[config.mk]
export PLATFORM = sky130hd
export DESIGN_NAME = branch_resolve_unit
export DESIGN_NICKNAME = d
export VERILOG_FILES = /design/src/rtl/branch_resolve_unit.sv
export SDC_FILE = /design/constraint.sdc
export NUM_CORES = 1
export LEC_CHECK = 0
export BUFFER_PORTS_ARGS = -buffer_cell sky130_fd_sc_hd__buf_2
export CORE_MARGIN = 5
export CORE_UTILIZATION = 45
export DETAILED_ROUTE_END_ITERATION = 8
export PLACE_DENSITY = 0.66
export SLEW_MARGIN = 10
export SYNTH_ARGS = -nofsm -noshare
export SYNTH_HDL_FRONTEND = slang
export SYNTH_SLANG_ARGS = --single-unit
[constraint.sdc]
create_clock -name clk -period 4.7 [get_ports clk]
set_input_delay 0.235 -clock clk [delete_from_list [all_inputs] [get_ports clk]]
set_output_delay 0.235 -clock clk [all_outputs]
set_load 0.03 [all_outputs]
[src/rtl/branch_resolve_unit.sv]
// Carries D-stage branches through E and M, checks the prediction at M and drives flush/redirect.
// Redirect is held with stall_req until fetch accepts it; counters saturate at all-ones.
module branch_resolve_unit #(
  parameter int DELAY_SLOT = 1,
  parameter int CNT_W      = 32
) (
  input  logic             clk,
  input  logic             rst,
  input  logic             pipe_stall,
  input  logic             branchD,
  input  logic             pred_takeD,
  input  logic [31:0]      pcD,
  input  logic [31:0]      targetD,
  input  logic             actual_takeE,
  input  logic             redirect_ready,
  output logic             branchM,
  output logic             actual_takeM,
  output logic [31:0]      pcM,
  output logic             errorM,
  output logic             flushD,
  output logic             flushE,
  output logic             redirect_valid,
  output logic [31:0]      redirect_pc,
  output logic             stall_req,
  output logic [CNT_W-1:0] branch_cnt,
  output logic [CNT_W-1:0] mispred_cnt
);

  localparam logic [31:0] FT_INC = (DELAY_SLOT != 0) ? 32'd8 : 32'd4;

  typedef enum logic {NORMAL, REDIRECT} state_t;

  state_t      state, state_nxt;
  logic        load_redirect;
  logic        advance;

  logic        valid_e, pred_e;
  logic [31:0] pc_e, target_e, fall_e;

  logic        valid_m, pred_m, take_m, reported;
  logic [31:0] pc_m, target_m, fall_m;

  assign advance = ~pipe_stall & ~stall_req;

  // A held M entry is reported once; the reported bit hides it on later stalled cycles.
  assign branchM      = valid_m & ~reported;
  assign errorM       = valid_m & ~reported & (pred_m != take_m);
  assign actual_takeM = take_m & valid_m;
  assign pcM          = pc_m;

  always_ff @(posedge clk) begin
    if (rst) begin
      valid_e  <= 1'b0;
      pred_e   <= 1'b0;
      pc_e     <= '0;
      target_e <= '0;
      fall_e   <= '0;
    end else begin
      if (advance) begin
        pred_e   <= pred_takeD;
        pc_e     <= pcD;
        target_e <= targetD;
        fall_e   <= pcD + FT_INC;
      end
      // The flush kills E even when the pipe is stalled.
      if (flushE)
        valid_e <= 1'b0;
      else if (advance)
        valid_e <= branchD;
    end
  end

  always_ff @(posedge clk) begin
    if (rst) begin
      valid_m  <= 1'b0;
      pred_m   <= 1'b0;
      take_m   <= 1'b0;
      pc_m     <= '0;
      target_m <= '0;
      fall_m   <= '0;
      reported <= 1'b0;
    end else if (advance) begin
      valid_m  <= valid_e & ~flushE;
      pred_m   <= pred_e;
      take_m   <= actual_takeE;
      pc_m     <= pc_e;
      target_m <= target_e;
      fall_m   <= fall_e;
      reported <= 1'b0;
    end else if (valid_m) begin
      reported <= 1'b1;
    end
  end

  always_ff @(posedge clk) begin
    if (rst) begin
      state       <= NORMAL;
      redirect_pc <= '0;
    end else begin
      state <= state_nxt;
      if (load_redirect)
        redirect_pc <= take_m ? target_m : fall_m;
    end
  end

  always_comb begin
    state_nxt      = state;
    load_redirect  = 1'b0;
    flushD         = 1'b0;
    flushE         = 1'b0;
    redirect_valid = 1'b0;
    stall_req      = 1'b0;
    case (state)
      NORMAL: begin
        if (errorM) begin
          flushD        = 1'b1;
          flushE        = 1'b1;
          load_redirect = 1'b1;
          state_nxt     = REDIRECT;
        end
      end
      REDIRECT: begin
        flushD         = 1'b1;
        flushE         = 1'b1;
        redirect_valid = 1'b1;
        stall_req      = 1'b1;
        if (redirect_ready)
          state_nxt = NORMAL;
      end
      default: state_nxt = NORMAL;
    endcase
  end

  always_ff @(posedge clk) begin
    if (rst) begin
      branch_cnt  <= '0;
      mispred_cnt <= '0;
    end else begin
      if (branchM && branch_cnt != {CNT_W{1'b1}})
        branch_cnt <= branch_cnt + CNT_W'(1);
      if (errorM && mispred_cnt != {CNT_W{1'b1}})
        mispred_cnt <= mispred_cnt + CNT_W'(1);
    end
  end

endmodule

# Yosys cells after proc, flatten, opt, wreduce, memory -nomap -nowiden

Cells that the tools add are included.

Multiplexer cells: 7
Reduce and logical (&&, ||, !) cells: 4
Add/sub/neg operators: 3
Bitwise operators: 10
Equal/unequal tests: 3

Operators by type and width:

| kind                                                            | number |
|---|---|
| 32-bit by 1-bit adder with 32-bit output, second input constant | 2 |
| 32-bit != test, second input constant                           | 2 |
| 32-bit by 4-bit adder with 32-bit output, second input constant | 1 |
| 32-bit two-way mux                                              | 1 |
| 1-bit AND                                                       | 5 |
| 1-bit inverter                                                  | 5 |
| 1-bit two-way mux                                               | 4 |
| 1-bit case mux with 2 select lines                              | 2 |
| 2-bit OR reduction                                              | 2 |
| 1-bit logical AND                                               | 2 |
| 1-bit != test                                                   | 1 |

Logic and storage cells: 43
Input bits: 71
Output and inout bits: 135
Flip-flop bits (word level): 295

# Depth between registers and ports, before layout

Gate-level depths: netlist of run 1.

Depth after elaboration: 7
Mapped depth: 8
Depth with buffers taken out: 7

# Least setup slack after synthesis of run 1

OpenSTA, ideal clock, no wires.

Path kind: reg2reg
Start point: register branch_cnt[0]
End point: register branch_cnt[25]
Cell stages (with the launch flop): 8
Setup time: 0.123 ns
Buffers on the path: 1
Arrival: 2.376 ns
Slack: 2.201 ns
Period minus slack after synthesis: 2.499 ns
Data required time: 4.577 ns
Cells stage by stage: dfxtp_1 > ha_1 > nand4_2 > or4_4 > o21ai_4 > buf_6 > nor4_1 > mux2_1

Longest elaborated chain between the ends: 2
Elaborated cells between the ends (all ways): 3
Classes of those cells: add/sub (1); eq/ne (1); reduce/logical (1)

RTL lines:

| item                                                                             | line | RTL |
|---|---|---|
| start, declared                                                                  | 25   | `output logic [CNT_W-1:0] branch_cnt,` |
| start signal, assigned                                                           | 140  | `branch_cnt <= branch_cnt + CNT_W'(1);` |
| branches (longest 2 deep; another with 32-bit by 1-bit adder with 32-bit output) | --   |  |

Several ways; the timed one is not identified.
A chain may end at the register's enable or synchronous reset.

# Worst setup path after layout of run 1

Start point: register reported
End point: register redirect_pc[7]

Longest elaborated chain between the ends: 5

RTL lines:

| item                    | line | RTL |
|---|---|---|
| start, declared         | 40   | `logic valid_m, pred_m, take_m, reported;` |
| start signal, assigned  | 81   | `reported <= 1'b0;` |
| start signal, assigned  | 89   | `reported <= 1'b0;` |
| start signal, assigned  | 91   | `reported <= 1'b1;` |
| 1-bit inverter          | 47   | `assign errorM = valid_m & ~reported & (pred_m != take_m);` |
| 1-bit AND (2 in series) | 47   |  |
| 1-bit two-way mux       | 115  | `if (errorM) begin` |
| 1-bit two-way mux       | 113  | `case (state)` |
| end signal, assigned    | 102  | `redirect_pc <= take_m ? target_m : fall_m;` |
| end, declared           | 23   | `output logic [31:0] redirect_pc,` |

Every way passes these cells.

==> results of run 1 <==
## power groups by stage
stage	Clock, uW	Combinational [uW]	Sequential (uW)
2_1_floorplan	0	214	2640
3_3_place_gp	0	345	2630
3_5_place_dp	0	350	2630
4_1_cts	2450	395	2580
5_1_grt	2540	438	2590
6_report	2380	394	2580
## repair_timing
| action | in CTS | in global routing |
|---|---|---|
| hold buffers | 68 | 0 |
| setup endpoints to repair | 0 | 0 |
| hold endpoints to repair | 69 | 0 |
## metrics by stage
stage | instances | area [um^2] | util [%]
final | 2014 | 14700 | 56.4
after global routing | 2014 | 14700 | 56.4
after CTS | 2014 | 14700 | 56.4
after detailed placement | 1893 | 13100 | 50.0
after global placement | 1893 | 13100 | 50.0
after floorplan | 1444 | 11900 | -
## final timing paths
check | startpoint | end
min | pipe_stall | target_m[24]$_SDFFE_PP0P_
max | reported$_SDFFE_PP0P_ | redirect_pc[7]$_SDFFE_PP0P_
max reg2reg | reported$_SDFFE_PP0P_ | redirect_pc[7]$_SDFFE_PP0P_
min reg2reg | pcM[8]$_SDFFE_PP0P_ | pcM[8]$_SDFFE_PP0P_
## kinds of logic (layout without fill, tap and decap cells)
| family | count (synthesis) | count (layout) |
|---|---|---|
| AO/OA/AOI/OAI | 330 | 330 |
| XOR/XNOR | 39 | 39 |
| adder cells (fa/ha/maj) | 3 | 3 |
| buffers and inverters | 118 | 353 |
| flip-flops | 289 | 289 |
| multiplexers | 46 | 46 |
| AND/OR/NAND/NOR | 619 | 619 |
## worst reg2reg max path, stage by stage, from the launching register on
cell      delay, ns
dfxtp_1        0.30
nand2b_1       0.31
inv_1          0.29
nand2b_1       0.40
nor2_4         0.71
buf_4          0.44
nor2_1         0.08
a211oi_1       0.22
## cells in the mapped netlist (4+ instances only)
cell	number	area share, %
nand4_1	21	1.1
xnor2_1	30	2.2
dfxtp_1	289	48
a211oi_1	46	2.9
o21ai_0	28	1.2
a21oi_2	4	0.29
buf_4	7	0.44
mux2_2	6	0.57
mux2i_1	34	2.8
or3_2	5	0.31
clkbuf_1	76	2.4
or4_1	16	1.0
a21oi_1	216	9.1
buf_1	11	0.35
xor2_1	9	0.66
and3_1	5	0.26
and4_1	6	0.44
nor2_1	84	2.6
inv_1	18	0.57
mux2_4	5	0.63
nor4_1	17	0.89
o31ai_1	22	1.4
or3_1	10	0.52
or4_2	5	0.37
nand2b_1	4	0.21
or2_2	4	0.21
nor3_1	10	0.42
nand2_1	358	11
nand3_1	35	1.5
o211ai_1	4	0.25
nor2b_1	13	0.68
## layer usage
layer	GRT usage, %	vias up	wire (um)
met5	0	-	0
met4	6.22	0	854
met3	3.69	54	1720
met2	33.5	281	15100
met1	27.8	5124	14300
li1	-	5415	-
## registers in the layout, summed over array words and instances (netlist names)
| name | cells |
|---|---|
| target_e | 32 |
| fall_e | 29 |
| state | 1 |
| pred_e | 1 |
| take_m | 1 |
| target_m | 32 |
| pc_e | 32 |
| fall_m | 29 |
| mispred_cnt | 32 |
| reported | 1 |
| branch_cnt | 32 |
| valid_e | 1 |
| pcM | 32 |
| pred_m | 1 |
| redirect_pc | 32 |
| valid_m | 1 |
## final cells by class
cell class / instances / area (um^2) / area share [%]
Inverter: 18 / 67.6 / 0.458
Tap cell: 335 / 419 / 2.84
Sequential cell: 289 / 5790 / 39.2
Multi-Input combinational cell: 1037 / 5650 / 38.3
Clock inverter: 7 / 66.3 / 0.450
Timing Repair Buffer: 282 / 1810 / 12.3
Clock buffer: 46 / 942 / 6.39
==> flow_summary_export.csv, run 1 <==
group,metric,value,unit
run_status,status,"completed",
final_layout,final_common_cell,"nand2_1",
die,die_height,173,um
yosys,synthMuxAreaShare,4.14,%
yosys,synth_flop_cell,"dfxtp_1",
cts,clk_latency,0.56,ns
cts,post_cts_resized,0,
sta,worst_slack,1.86,ns
hold_path,whs_path_depth,4,
global_routing,grt_max_degree,119,
worst_setup_path,reg2reg_depth,7,
sta,fin_skew,0.0139,ns
yosys,async_flop_share,0,%
global_routing,grt_pass1_wl,52.5,mm
global_routing,antenna_found_initial,0,
worst_setup_path,slowest_delay,0.70,ns
placement,dp_hpwl,21.3,mm
routing,detail_route.iter0.violations,724,
routing,via_per_inst,5.40,
hold_path,hold_path.class,"in -> reg",
routing,detail_route.wirelength,32.0,mm
routing,routedWlPerCell,15.9,um
global_routing,grt.overflow.total,0,
yosys,yosys.area_share.simple,24.1,%
worst_setup_path,cp_num_buf_inv,2,
global_routing,grt_pass1_vias,10100,
pwr,combPwrFrac,7.4,%
worst_setup_path,path_cells,"nand2b_1 > inv_1 > nand2b_1 > nor2_4 > buf_4 > nor2_1 > a211oi_1",
placement,post-place-ws,1.81,ns
cts,cts.sinks,289,
final_layout,drive_above_1_share,18.9,%
routing,drt.antenna.violating_nets,0,
worst_setup_path,cp-end-kind,"flip-flop",
global_routing,grt_usage,20.5,%
placement,gp_congestion,0.852,
die,die_area,29900,um^2
yosys,synth_nets,1518,
worst_setup_path,crit_type,"reg -> reg",
cts,h-tree-depth,1,
worst_setup_path,cp.required,5.15,ns
sta,fmax,352,MHz
cts,cts_buffers,31,
pwr,pwr-share-clk,44.4,%
pwr,p_switching,1240,uW
sta,whs,0.220,ns
die,rows,59,
die,die_w,173,um
yosys,ys_ff_latch,289,
yosys,yosysWarnings,0,
yosys,synth_edf_count,0,
yosys,synth_compound_area_share,15.7,%
sta,slew_headroom,21.3,%
final_layout,syn_to_final_growth,23.5,%
worst_setup_path,r2r_slack,1.86,ns
routing,drc,0,
cts,postCtsSetupBuffers,0,
worst_setup_path,crit_arrival,3.29,ns
yosys,synth-xor-area-share,2.86,%
pwr,power.density,363,nW/um^2
pwr,power.share.switching,23.2,%
pwr,p_int,4110,uW
worst_setup_path,crit_top_cell,"nand2b_1",
worst_setup_path,critPathTopFamily,"simple AND/OR/NAND/NOR gates",
cts,clkSlewWorstSetupHoldPaths,0.06,ns
sta,period_needed,2.84,ns
cts,clock_path_buffers,3,
yosys,ys_seq_area_share,48.4,%
cts,root_buffer,"clkbuf_16",
yosys,ys_types,55,
sta,hold_viol,0,
yosys,synth_adder_area_share,0.314,%
run,timing.max_cap.violations,0,
placement,portBuffers,205,
final_layout,final_cell_mix,"358 x nand2_1, 288 x dfxtp_1, 216 x a21oi_1",
die,initial_utilization,45.7,%
final_layout,fillerInstances,2406,
sta,worst_slew_pin_slew,1.18,ns
sta,drv_slew,0,
die,core_area,26100,um^2
routing,vias,10900,
routing,firstDrtPassIters,5,
final_layout,layout.nets,1733,
worst_setup_path,worst-path-stages,7,
worst_setup_path,start_kind,"flip-flop",
yosys,synth_top_family_by_area,"simple AND/OR/NAND/NOR gates",
yosys,syn_area_per_cell,8.27,um^2
pwr,total_power,5350,uW
sta,finalSetupViolations,0,
pwr,ir_worst_vdd,0.000295,V
sta,rsz0062_at_grt,"no",
pwr,p_seq_share,48.2,%
cts,cts_tree,"built",
yosys,synthCells,1444,
worst_setup_path,cpMaxStageDelayCell,"nor2_4",
pwr,leakage,0.00559,uW
yosys,synth_area,11900,um^2
worst_setup_path,path_max_fanout,34,
final_layout,diodes,0,
die,ios,206,
sta,setup_tns,0,ns
sta,period_share,60.5,%
Power figures use the tool's default switching activity.
==> run 2: changes to the inputs <==
- clock period: 4.7 -> 2.92 ns (I/O delays scaled with it)
==> flow_summary_export.csv, run 2 (same netlist as run 1, synthesis figures left out) <==
group,metric,value,unit
sta,whs,0.102,ns
final_layout,layout.nets,1750,
final_layout,fillerInstances,2370,
routing,via_per_inst,5.34,
placement,place_area,13200,um^2
global_routing,antenna_found_initial,0,
final_layout,final_cell_mix,"358 x nand2_1, 288 x dfxtp_1, 216 x a21oi_1",
global_routing,grt_pass1_vias,10200,
die,ios,206,
sta,rsz0062_at_grt,"no",
sta,period_needed,2.55,ns
sta,finalSetupViolations,0,
routing,drc,0,
pwr,leakage,0.00569,uW
pwr,total_power,8620,uW
die,rows,59,
sta,worst_slew_pin_slew,0.831,ns
cts,cts_buffers,31,
pwr,power.density,578,nW/um^2
worst_setup_path,crit_arrival,2.41,ns
final_layout,final_common_cell,"nand2_1",
run,timing.max_cap.violations,0,
worst_setup_path,cp-end-kind,"output port",
cts,clkSlewWorstSetupHoldPaths,0.06,ns
routing,routedWlPerCell,15.9,um
pwr,ir_worst_vdd,0.000377,V
sta,slew_headroom,44.3,%
routing,detail_route.iter0.violations,640,
sta,hold_viol,0,
sta,drv_slew,0,
global_routing,grt_max_degree,145,
cts,clock_path_buffers,3,
final_layout,diodes,0,
routing,detail_route.wirelength,32.3,mm
sta,period_share,87.5,%
die,die_w,173,um
sta,fmax,392,MHz
worst_setup_path,start_kind,"flip-flop",
placement,gp_congestion,0.878,
cts,h-tree-depth,1,
die,die_height,173,um
sta,fin_skew,0.0154,ns
cts,cts_tree,"built",
worst_setup_path,slowest_delay,0.41,ns
routing,vias,10900,
worst_setup_path,crit_type,"reg -> out",
worst_setup_path,cpMaxStageDelayCell,"nand2b_1",
die,initial_utilization,45.7,%
worst_setup_path,crit_top_cell,"nand2b_1",
final_layout,syn_to_final_growth,25.0,%
worst_setup_path,r2r_slack,0.48,ns
die,die_area,29900,um^2
hold_path,hold_path.class,"in -> reg",
cts,root_buffer,"clkbuf_16",
placement,dp_hpwl,21.5,mm
placement,portBuffers,205,
die,core_area,26100,um^2
sta,setup_tns,0,ns
global_routing,grt.overflow.total,0,
worst_setup_path,cp.required,2.77,ns
worst_setup_path,path_cells,"nand2b_1 > inv_1 > nand2b_1 > buf_4 > nand2b_1 > buf_2",
final_layout,drive_above_1_share,19.5,%
routing,drt.antenna.violating_nets,0,
routing,firstDrtPassIters,5,
global_routing,grt_pass1_wl,52.4,mm
global_routing,grt_usage,20.5,%
cts,clk_latency,0.56,ns
worst_setup_path,path_max_fanout,11,
cts,postCtsSetupBuffers,0,
run_status,status,"completed",
final_layout,finalInstanceArea,14900,um^2
cts,cts.sinks,289,
-- run 2: worst max-delay path, delay by kind of cell (launching register included) --
kind          cells  cell delay, ns
flops             1            0.32
simple gates      3            0.82
buf+inv           3            0.72
-- run 2: power breakdown --
group | switching [uW] | total, uW | internal (uW)
sequential | 70.5 | 4150 | 4080
clock | 1560 | 3830 | 2270
combinational | 401 | 650 | 250
-- run 2: worst paths after layout --
path | start | end | cells after the start
max | reported$_SDFFE_PP0P_ | flushD | 6
min | rst | mispred_cnt[17]$_SDFFE_PP0P_ | 2
max reg2reg | branch_cnt[1]$_SDFFE_PP0P_ | branch_cnt[14]$_SDFFE_PP0P_ | 7
min reg2reg | fall_e[7]$_SDFFE_PP0P_ | fall_m[7]$_SDFFE_PP0P_ | 2
-- run 2: timing repair --
action                    CTS  global route
resized for setup           0             0
hold buffers               72             0
hold endpoints to repair   82             0
-- run 2: area by class of cell --
class	count	area, um^2	area share, %
Sequential cell	289	5790	38.8
Multi-Input combinational cell	1037	5650	37.9
Timing Repair Buffer	299	2000	13.4
Clock buffer	46	932	6.25
Tap cell	335	419	2.81
Clock inverter	8	68.8	0.461
Inverter	18	67.6	0.453
-- run 2: metrics by stage --
| stage | utilization, % | setup slack (ns) | std cells |
|---|---|---|---|
| 6_report | 57.1 | 0.366 | 2032 |
| 5_1_grt | 57.1 | 0.114 | 2032 |
| 4_1_cts | 57.1 | 0.325 | 2032 |
| 3_5_place_dp | 50.5 | 0.524 | 1906 |
| 3_3_place_gp | 50.5 | 0.610 | 1906 |
| 2_1_floorplan | - | 0.421 | 1444 |
-- run 2: layer usage --
layer  part of all wire [%]  track usage [%]  wire length [um]
met5                      0                0                 0
met4                    2.6             6.05               852
met3                    5.8             4.02              1890
met2                     47             33.7             15000
met1                     45             27.4             14500
